[config.mk]
export PLATFORM = sky130hd
export DESIGN_NAME = uart_cmd_parser
export DESIGN_NICKNAME = d
export VERILOG_FILES = /design/src/rtl/dbg_cmd_pkg.sv /design/src/rtl/hex_nibble_dec.sv /design/src/rtl/uart_cmd_parser.sv
export SDC_FILE = /design/constraint.sdc
export NUM_CORES = 1
export LEC_CHECK = 0
export ABC_AREA = 1
export CORE_ASPECT_RATIO = 1.75
export CORE_UTILIZATION = 35
export CTS_BUF_LIST = sky130_fd_sc_hd__clkbuf_8 sky130_fd_sc_hd__clkbuf_16
export CTS_CLUSTER_SIZE = 16
export DETAILED_ROUTE_END_ITERATION = 8
export SLEW_MARGIN = 15
export SYNTH_ARGS = -nofsm -noshare
export SYNTH_HDL_FRONTEND = slang
export SYNTH_SLANG_ARGS = --single-unit
[constraint.sdc]
create_clock -name clk -period 4 [get_ports clk]
set_clock_uncertainty 0.1 [all_clocks]
set_input_delay 0.8 -clock clk [delete_from_list [all_inputs] [get_ports clk]]
set_output_delay 0.8 -clock clk [all_outputs]
set_load 0.1 [all_outputs]
[src/rtl/dbg_cmd_pkg.sv]
// Shared opcodes, ASCII constants and state encoding for the
// serial debug command parser.
package dbg_cmd_pkg;

    localparam logic [2:0] OP_NONE = 3'd0;
    localparam logic [2:0] OP_R    = 3'd1;
    localparam logic [2:0] OP_W    = 3'd2;
    localparam logic [2:0] OP_D    = 3'd3;
    localparam logic [2:0] OP_G    = 3'd4;
    localparam logic [2:0] OP_S    = 3'd5;
    localparam logic [2:0] OP_B    = 3'd6;

    localparam logic [7:0] CH_CR = 8'h0D;
    localparam logic [7:0] CH_LF = 8'h0A;
    localparam logic [7:0] CH_SP = 8'h20;

    typedef enum logic [2:0] {
        S_IDLE,
        S_OP,
        S_ADDR,
        S_DATA,
        S_DISCARD,
        S_CHECK,
        S_ISSUE
    } state_t;

    // Clearing bit 5 folds lower-case letters onto upper-case.
    function automatic logic [2:0] ascii_to_op(input logic [7:0] ch);
        logic [2:0] op;
        op = OP_NONE;
        case (ch & 8'hDF)
            8'h52:   op = OP_R;
            8'h57:   op = OP_W;
            8'h44:   op = OP_D;
            8'h47:   op = OP_G;
            8'h53:   op = OP_S;
            8'h42:   op = OP_B;
            default: op = OP_NONE;
        endcase
        return op;
    endfunction

endpackage

[src/rtl/hex_nibble_dec.sv]
// ASCII hex digit decoder: flags 0-9/A-F/a-f and returns the
// nibble value.
module hex_nibble_dec (
    input  logic [7:0] ch,
    output logic       is_hex,
    output logic [3:0] nib
);

    always_comb begin
        is_hex = 1'b0;
        nib    = 4'h0;
        unique case (1'b1)
            (ch >= 8'h30 && ch <= 8'h39): begin
                is_hex = 1'b1;
                nib    = ch[3:0];
            end
            (ch >= 8'h41 && ch <= 8'h46),
            (ch >= 8'h61 && ch <= 8'h66): begin
                is_hex = 1'b1;
                nib    = ch[3:0] + 4'd9;
            end
            default: begin
                is_hex = 1'b0;
                nib    = 4'h0;
            end
        endcase
    end

endmodule

[src/rtl/uart_cmd_parser.sv]
// Assembles ASCII debug command lines from the UART receiver into
// decoded opcode/address/data commands on a valid/ready handshake.
module uart_cmd_parser
    import dbg_cmd_pkg::*;
#(
    parameter int ADDR_W = 32,
    parameter int DATA_W = 32
) (
    input  logic              clk,
    input  logic              rst,
    input  logic [7:0]        d_rx,
    input  logic              vld_rx,
    output logic              rdy_rx,
    output logic [2:0]        cmd_op,
    output logic [ADDR_W-1:0] cmd_addr,
    output logic [DATA_W-1:0] cmd_data,
    output logic              cmd_vld,
    input  logic              cmd_rdy,
    output logic              err
);

    localparam int AMAX = ADDR_W / 4;
    localparam int DMAX = DATA_W / 4;
    localparam int ACW  = $clog2(AMAX + 1);
    localparam int DCW  = $clog2(DMAX + 1);

    state_t            state, state_n;
    logic              vld_q;
    logic [2:0]        op_r, op_n;
    logic [ADDR_W-1:0] addr_r, addr_n;
    logic [DATA_W-1:0] data_r, data_n;
    logic [ACW-1:0]    acnt, acnt_n;
    logic [DCW-1:0]    dcnt, dcnt_n;
    logic              err_n;
    logic              load;
    logic              chk_ok;
    logic              is_hex;
    logic [3:0]        nib;
    logic              strobe;
    logic              take;
    logic              is_sp;
    logic              is_term;
    logic [2:0]        ch_op;

    hex_nibble_dec u_hex (
        .ch     (d_rx),
        .is_hex (is_hex),
        .nib    (nib)
    );

    assign strobe  = vld_rx & ~vld_q;
    assign take    = strobe & rdy_rx;
    assign is_sp   = (d_rx == CH_SP);
    assign is_term = (d_rx == CH_CR) || (d_rx == CH_LF);
    assign ch_op   = ascii_to_op(d_rx);
    assign cmd_vld = (state == S_ISSUE);

    always_comb begin
        chk_ok = 1'b0;
        case (op_r)
            OP_R, OP_B: chk_ok = (acnt != '0) && (dcnt == '0);
            OP_W:       chk_ok = (acnt != '0) && (dcnt != '0);
            OP_D:       chk_ok = (dcnt == '0);
            OP_G, OP_S: chk_ok = (acnt == '0) && (dcnt == '0);
            default:    chk_ok = 1'b0;
        endcase
    end

    always_comb begin
        state_n = state;
        op_n    = op_r;
        addr_n  = addr_r;
        data_n  = data_r;
        acnt_n  = acnt;
        dcnt_n  = dcnt;
        load    = 1'b0;
        err_n   = strobe & ~rdy_rx;
        unique case (state)
            S_IDLE: begin
                if (take && !is_sp && !is_term) begin
                    if (ch_op != OP_NONE) begin
                        op_n    = ch_op;
                        addr_n  = '0;
                        data_n  = '0;
                        acnt_n  = '0;
                        dcnt_n  = '0;
                        state_n = S_OP;
                    end else begin
                        state_n = S_DISCARD;
                    end
                end
            end
            S_OP: begin
                if (take) begin
                    if (is_sp)        state_n = S_ADDR;
                    else if (is_term) state_n = S_CHECK;
                    else              state_n = S_DISCARD;
                end
            end
            S_ADDR: begin
                if (take) begin
                    if (is_hex) begin
                        if (acnt == ACW'(AMAX)) begin
                            state_n = S_DISCARD;
                        end else begin
                            addr_n = {addr_r[ADDR_W-5:0], nib};
                            acnt_n = acnt + ACW'(1);
                        end
                    end else if (is_sp) begin
                        if (acnt != '0) state_n = S_DATA;
                    end else if (is_term) begin
                        state_n = S_CHECK;
                    end else begin
                        state_n = S_DISCARD;
                    end
                end
            end
            S_DATA: begin
                if (take) begin
                    if (is_hex) begin
                        if (dcnt == DCW'(DMAX)) begin
                            state_n = S_DISCARD;
                        end else begin
                            data_n = {data_r[DATA_W-5:0], nib};
                            dcnt_n = dcnt + DCW'(1);
                        end
                    end else if (is_sp) begin
                        if (dcnt != '0) state_n = S_DISCARD;
                    end else if (is_term) begin
                        state_n = S_CHECK;
                    end else begin
                        state_n = S_DISCARD;
                    end
                end
            end
            S_DISCARD: begin
                if (take && is_term) begin
                    err_n   = 1'b1;
                    state_n = S_IDLE;
                end
            end
            // rdy_rx lags the state, so a byte taken here is ignored.
            S_CHECK: begin
                if (chk_ok) begin
                    load    = 1'b1;
                    state_n = S_ISSUE;
                end else begin
                    err_n   = 1'b1;
                    state_n = S_IDLE;
                end
            end
            S_ISSUE: begin
                if (cmd_rdy) state_n = S_IDLE;
            end
            default: state_n = S_IDLE;
        endcase
    end

    always_ff @(posedge clk) begin
        if (rst) begin
            state    <= S_IDLE;
            vld_q    <= 1'b0;
            rdy_rx   <= 1'b1;
            err      <= 1'b0;
            op_r     <= OP_NONE;
            addr_r   <= '0;
            data_r   <= '0;
            acnt     <= '0;
            dcnt     <= '0;
            cmd_op   <= OP_NONE;
            cmd_addr <= '0;
            cmd_data <= '0;
        end else begin
            state  <= state_n;
            vld_q  <= vld_rx;
            rdy_rx <= !((state == S_CHECK) || (state == S_ISSUE));
            err    <= err_n;
            op_r   <= op_n;
            addr_r <= addr_n;
            data_r <= data_n;
            acnt   <= acnt_n;
            dcnt   <= dcnt_n;
            if (load) begin
                cmd_op   <= op_r;
                cmd_addr <= addr_r;
                cmd_data <= data_r;
            end
        end
    end

endmodule

# --- Word level (Yosys, flattened, before mapping) ---
# Cells that the tools add are included.
totals:
  in_bits: 12
  wordCells: 142
  out_inout_bits: 70
  reg_bits: 148
classes:
  n_eq_ne: 38
  bitwise: 5
  n_mux: 48
  order_cmp: 6
  n_addsub: 3
  reduce_logical: 30
op_table:
  columns: ["operator", "n"]
  rows:
  - ["$mux W32", 8]
  - ["$pmux W32 S2", 2]
  - ["$mux W3", 17]
  - ["$eq A7 B6 Y1 const B", 6]
  - ["$mux W4", 8]
  - ["$pmux W4 S2", 3]
  - ["$pmux W3 S7", 1]
  - ["$ne A2 B2 Y1 const B", 10]
  - ["$eq A3 B3 Y1 const B", 6]
  - ["$pmux W3 S6", 1]
  - ["$eq A8 B4 Y1 const B", 2]
  - ["$ge A8 B7 Y1 const B", 2]
  - ["$le A8 B7 Y1 const B", 2]
  - ["$eq A3 B2 Y1 const B", 4]
  - ["$reduce_and A6 Y1", 2]
  - ["$reduce_and A10 Y1", 1]
  - ["$logic_and A1 B1 Y1", 9]
  - ["$add A4 B1 Y4 const B", 2]
  - ["$eq A4 B4 Y1 const B", 2]
  - ["$eq A8 B6 Y1 const B", 1]
  - ["$ge A8 B6 Y1 const B", 1]
  - ["$le A8 B6 Y1 const B", 1]
  - ["$logic_not A4 Y1", 2]
  - ["$ne A4 B4 Y1 const B", 2]
  - ["other kinds (18)", 35]

# --- Longest topological paths before layout ---
depth:
  ltp_word: 8
  ltp_mapped: 16
  mapped_depth_nobuf: 15

# --- Cells and area by module ---
# From an unflattened synthesis, not the netlist that was laid out.
hier_totals:
  cells_unflattened: 944
  area_unflattened_um2: 6422.4
modules_own_cells:
  columns: ["module", "seq_area_each_um2", "cells_per_inst", "area_per_inst_um2", "n_inst"]
  rows:
  - ["uart_cmd_parser", 2962.8, 904, 6190.9, 1]
  - ["hex_nibble_dec", 0.0, 40, 231.5, 1]

# --- Worst setup path before layout ---
# Ideal clock, no wire load.
synth_timing:
  path_type: "input to register"
  start: "in d_rx[0]"
  end: "reg acnt[1]"
  setup_ns: 0.113
  arrival_ns: 2.145
  slack_ns: 1.642
  stages: 15
  required_time_ns: 3.787
  path_cell_list: "inv_1 ha_1 inv_1 nor2_1 nand2_1 nor2_1 nor2_1 nand2_1 nand2_1 nand2_1 nor2_2 buf_4 buf_6 a21oi_2 nor2_1"
synth_between:
  elab_chain_len: 6
  word_cells_on_any_way: 31
  classes_between: "order compare (6); eq/ne (12); mux (2); reduce/logical (11)"
synth_rtl:
  columns: ["element", "line_no", "rtl"]
  rows:
  - ["start: declaration", "uart_cmd_parser.sv:11", "input logic [7:0] d_rx,"]
  - ["$ge A8 B7 Y1, or another cell as far along", "hex_nibble_dec.sv:18", "(ch >= 8'h61 && ch <= 8'h66): begin"]
  - ["$logic_and A1 B1 Y1, or another cell as far along", "hex_nibble_dec.sv:18", null]
  - ["$reduce_or A3 Y1 (no source line), or another cell as far along", null, null]
  - ["$mux W1 or $logic_and A1 B1 Y1 (tied branches)", "hex_nibble_dec.sv:12, uart_cmd_parser.sv:80", null]
  - ["$ne A2 B2 Y1 (no source line)", null, null]
  - ["$reduce_and A6 Y1 (no source line) (*)", null, null]
  - ["end signal: assignment", "uart_cmd_parser.sv:181", "acnt <= acnt_n;"]
  - ["end: declaration", "uart_cmd_parser.sv:32", "logic [ACW-1:0] acnt, acnt_n;"]
# Every way passes the cells marked *; elsewhere a longest branch is shown, timed or not.
# A chain may end at the register's enable or synchronous reset.

# --- Worst setup path after layout ---
layout_timing:
  start: "in d_rx[0]"
  end: "reg acnt[2]"
# The elaborated chain is that of the path after synthesis.

==> impl_results.md <==
* Crit path max fanout at 69
* Hold Fails Final Rpt at 0
* Clk_lat worst skew at 420 ps
* Slew Viols, Final at 0
* Seq/Total Area, Yosys at ~45%
* Die extent in x at 106 um
* Leakage at around 3.3 nW
* Distinct cells, synth at 29
* RSZ-0062 raised after global routing: no
* Max_cap viols at 0
* Post-detailed-route count of antenna-violating nets at 0
* Run status: completed
* Final Cycle Share at roughly 72%
* Post-Syn Area per Cell at 6.97 um2
* Placer Congestion at 0.866
* Post-CTS setup buffers at 0
* Pin count of the biggest net entering global routing at 101
* Ant. Diodes at 0
* Syn Std Cell Area at between 6000 and 7000 um2
* Hold buffer count at cts at 0
* Post-DR wirelength/cell at 13.0 um
* Relative slew slack at between 30% and 40%
* Initial antenna violation count at 0
* Worst endpoint required time at approximately 4200 ps
* Drt total wl at 16100 um
* Maximum vdd ir drop at 0.000509 V
* Critical Path AT at 3100 ps
* # H-tree levels at 4
* Global-route wire length before repair at 26600 um
* Worst-Margin Slew at 1010 ps
* Detailed placement HPWL at just over 10000 um
* # rows at 66
* Finished Layout Cells at 1243
* Gr ovfl total at 0
* DRC errors left at 0
* Vias in the first global route at ~5500
* Fraction of layout cells with a size suffix above 1 at 7.46%
* Element type at the critical path end: flop
* Die Y at 184 um
* Synth area leaders: dfxtp_1 45%, nand2_1 11%, nor2_1 10%, a21oi_1 7.5%, o21ai_0 6.1%
* Cts bufs inserted at 17
* GRT Total Usage at around 17%
* 1st-iter DRT viols at 286
* Critical path launch point type: input port
* Crit Path Class: in -> reg
* Synthesis-to-finish area growth at 23.7%
* HP Class: reg -> reg
* Setup TNS at 0 ps
* Clock buffer depth at 2
* Power per Cell Area at around 660 nW/um2
* CTS tree: built
* Initial Util at 35.6%
* DRT Pass-1 Iters at 5
* Synthesized instance count at roughly 950
* Cell taking the most area after synthesis: dfxtp_1
* Vias per cell at around 4.8
* Clock transition at path regs at 60 ps
* PortBufs at 81
* Full die area at approximately 19000 um2
* Final #Nets at just over 1000
* Clock sinks at about 150
* Fmax achieved at ~350 MHz
* Share of Yosys cell area claimed by the top area cell type at 45.0%
* Vias at slightly below 6000
* Fillers at 1932
* Dpl cells at 1211
* #FFs+latches synth at 148
* Setup Viol. Count Final at 0
* Fin crit period at 2880 ps
* Top Ports at 82
* Post-CTS sizing at 0
* Syn nets at just under 1000
* Core Area at 18500 um2
* Synth warn at 0
* CTS root buffer: clkbuf_16
## cell usage in the layout (no fill, tap or decap)
cell type	instances
a21oi_1	99
a21oi_2	15
and2_1	1
buf_12	3
buf_4	4
bufinv_16	5
clkbuf_16	17
clkbuf_8	3
clkdlybuf4s50_1	80
clkinv_2	1
clkinv_4	1
clkinvlp_4	1
dfxtp_1	148
ha_1	9
inv_1	68
inv_2	10
nand2_1	200
nand2_2	2
nand2_4	1
nand3_1	59
nand3_2	3
nand3b_1	1
nand4_1	2
nor2_1	176
nor2_2	2
nor2_4	4
nor2_8	1
nor3_1	3
nor3_2	1
o21ai_0	80
o21ai_2	1
o31ai_1	1
xnor2_1	3
## worst paths after layout
kind / startpoint / endpoint / slack (ps) / cells past startpoint
worst max-delay path: d_rx[0] / acnt[2] / 1120 / 17
worst min-delay path: data_r[15] / data_r[15] / 360 / 2
worst max register to register: acnt[0] / state[2] / 1470 / 12
worst min register to register: data_r[15] / data_r[15] / 360 / 2
## routing by layer
layer / routed length (um) / vias to the layer above / track usage [%]
met2: 8450 / 120 / 31.5
met3: 513 / 21 / 3.19
met5: 0 / - / 0
li1: - / 3104 / -
met1: 6820 / 2696 / 19.0
met4: 341 / 0 / 6.83
## critical path, cell delays in order
cell	delay [ps]
clkdlybuf4s50_1	500
inv_1	150
ha_1	150
inv_1	40
nor2_1	160
nand2_1	80
nor2_1	240
nor2_1	70
nand2_1	110
nand2_1	80
nand2_1	120
nor2_4	60
buf_12	210
nand2_1	140
nand2_1	70
nand2_1	60
nor2_1	40
## power breakdown
part           total, mW  leakage [nW]  switching, mW  internal (mW)
clock               1.76         0.331          0.614           1.15
combinational       1.72          1.74           1.17          0.547
sequential          1.86          1.20          0.187           1.67
total               5.34          3.27           1.98           3.37
## cell type report
| class | instances | area, um2 | area share (%) |
|---|---|---|---|
| clock buffers | 20 | 467 | 5.72 |
| well taps | 238 | 298 | 3.65 |
| inverters | 74 | 278 | 3.41 |
| flip-flops and latches | 148 | 2960 | 36.3 |
| clock inverters | 12 | 186 | 2.29 |
| repair buffers | 87 | 891 | 10.9 |
| multi-input cells | 664 | 3070 | 37.7 |
## flip-flops by register name, summed over array words and instances, names as in the netlist
register  count
addr_r       32
cmd_addr     32
cmd_data     32
data_r       32
acnt          4
dcnt          4
cmd_op        3
op_r          3
state         3
err           1
rdy_rx        1
vld_q         1
## stage by stage
stage	hold slack, ps	util (%)	total power [mW]	area (um2)	setup slack, ps
after global routing	372	44.1	5.68	8150	906
after global placement	348	40.6	3.60	7500	737
after CTS	362	44.1	5.39	8150	1120
final	359	44.1	5.34	8150	1120
after floorplan	340	-	3.30	6590	1640
after detailed placement	353	40.6	3.62	7500	689
## kinds of logic (layout without fill, tap and decap cells)
kind of cell	Yosys count	in the layout	share of synthesized area [%]
and+or+nand+nor	456	456	28.5
AOI/OAI and AO/OA	196	196	15.8
DFF	148	148	45.0
buffers and inverters	134	193	8.62
adders and majority gates	9	9	1.71
xor gates and xnor gates	3	3	0.399
## Yosys cell counts
cell type,n
nand2_1,200
nor2_1,177
dfxtp_1,148
a21oi_1,99
o21ai_0,80
inv_1,65
nand3_1,59
clkbuf_1,31
buf_2,16
a21oi_2,15
ha_1,9
inv_2,9
buf_1,5
buf_4,4
buf_6,4
nand3_2,3
nor2_2,3
nor3_1,3
xnor2_1,3
nand2_2,2
nand4_1,2
nor2_4,2
and2_1,1
nand2_4,1
nand3b_1,1
nor2_8,1
nor3_2,1
o21ai_2,1
o31ai_1,1
(Power assumes the default switching activity.)
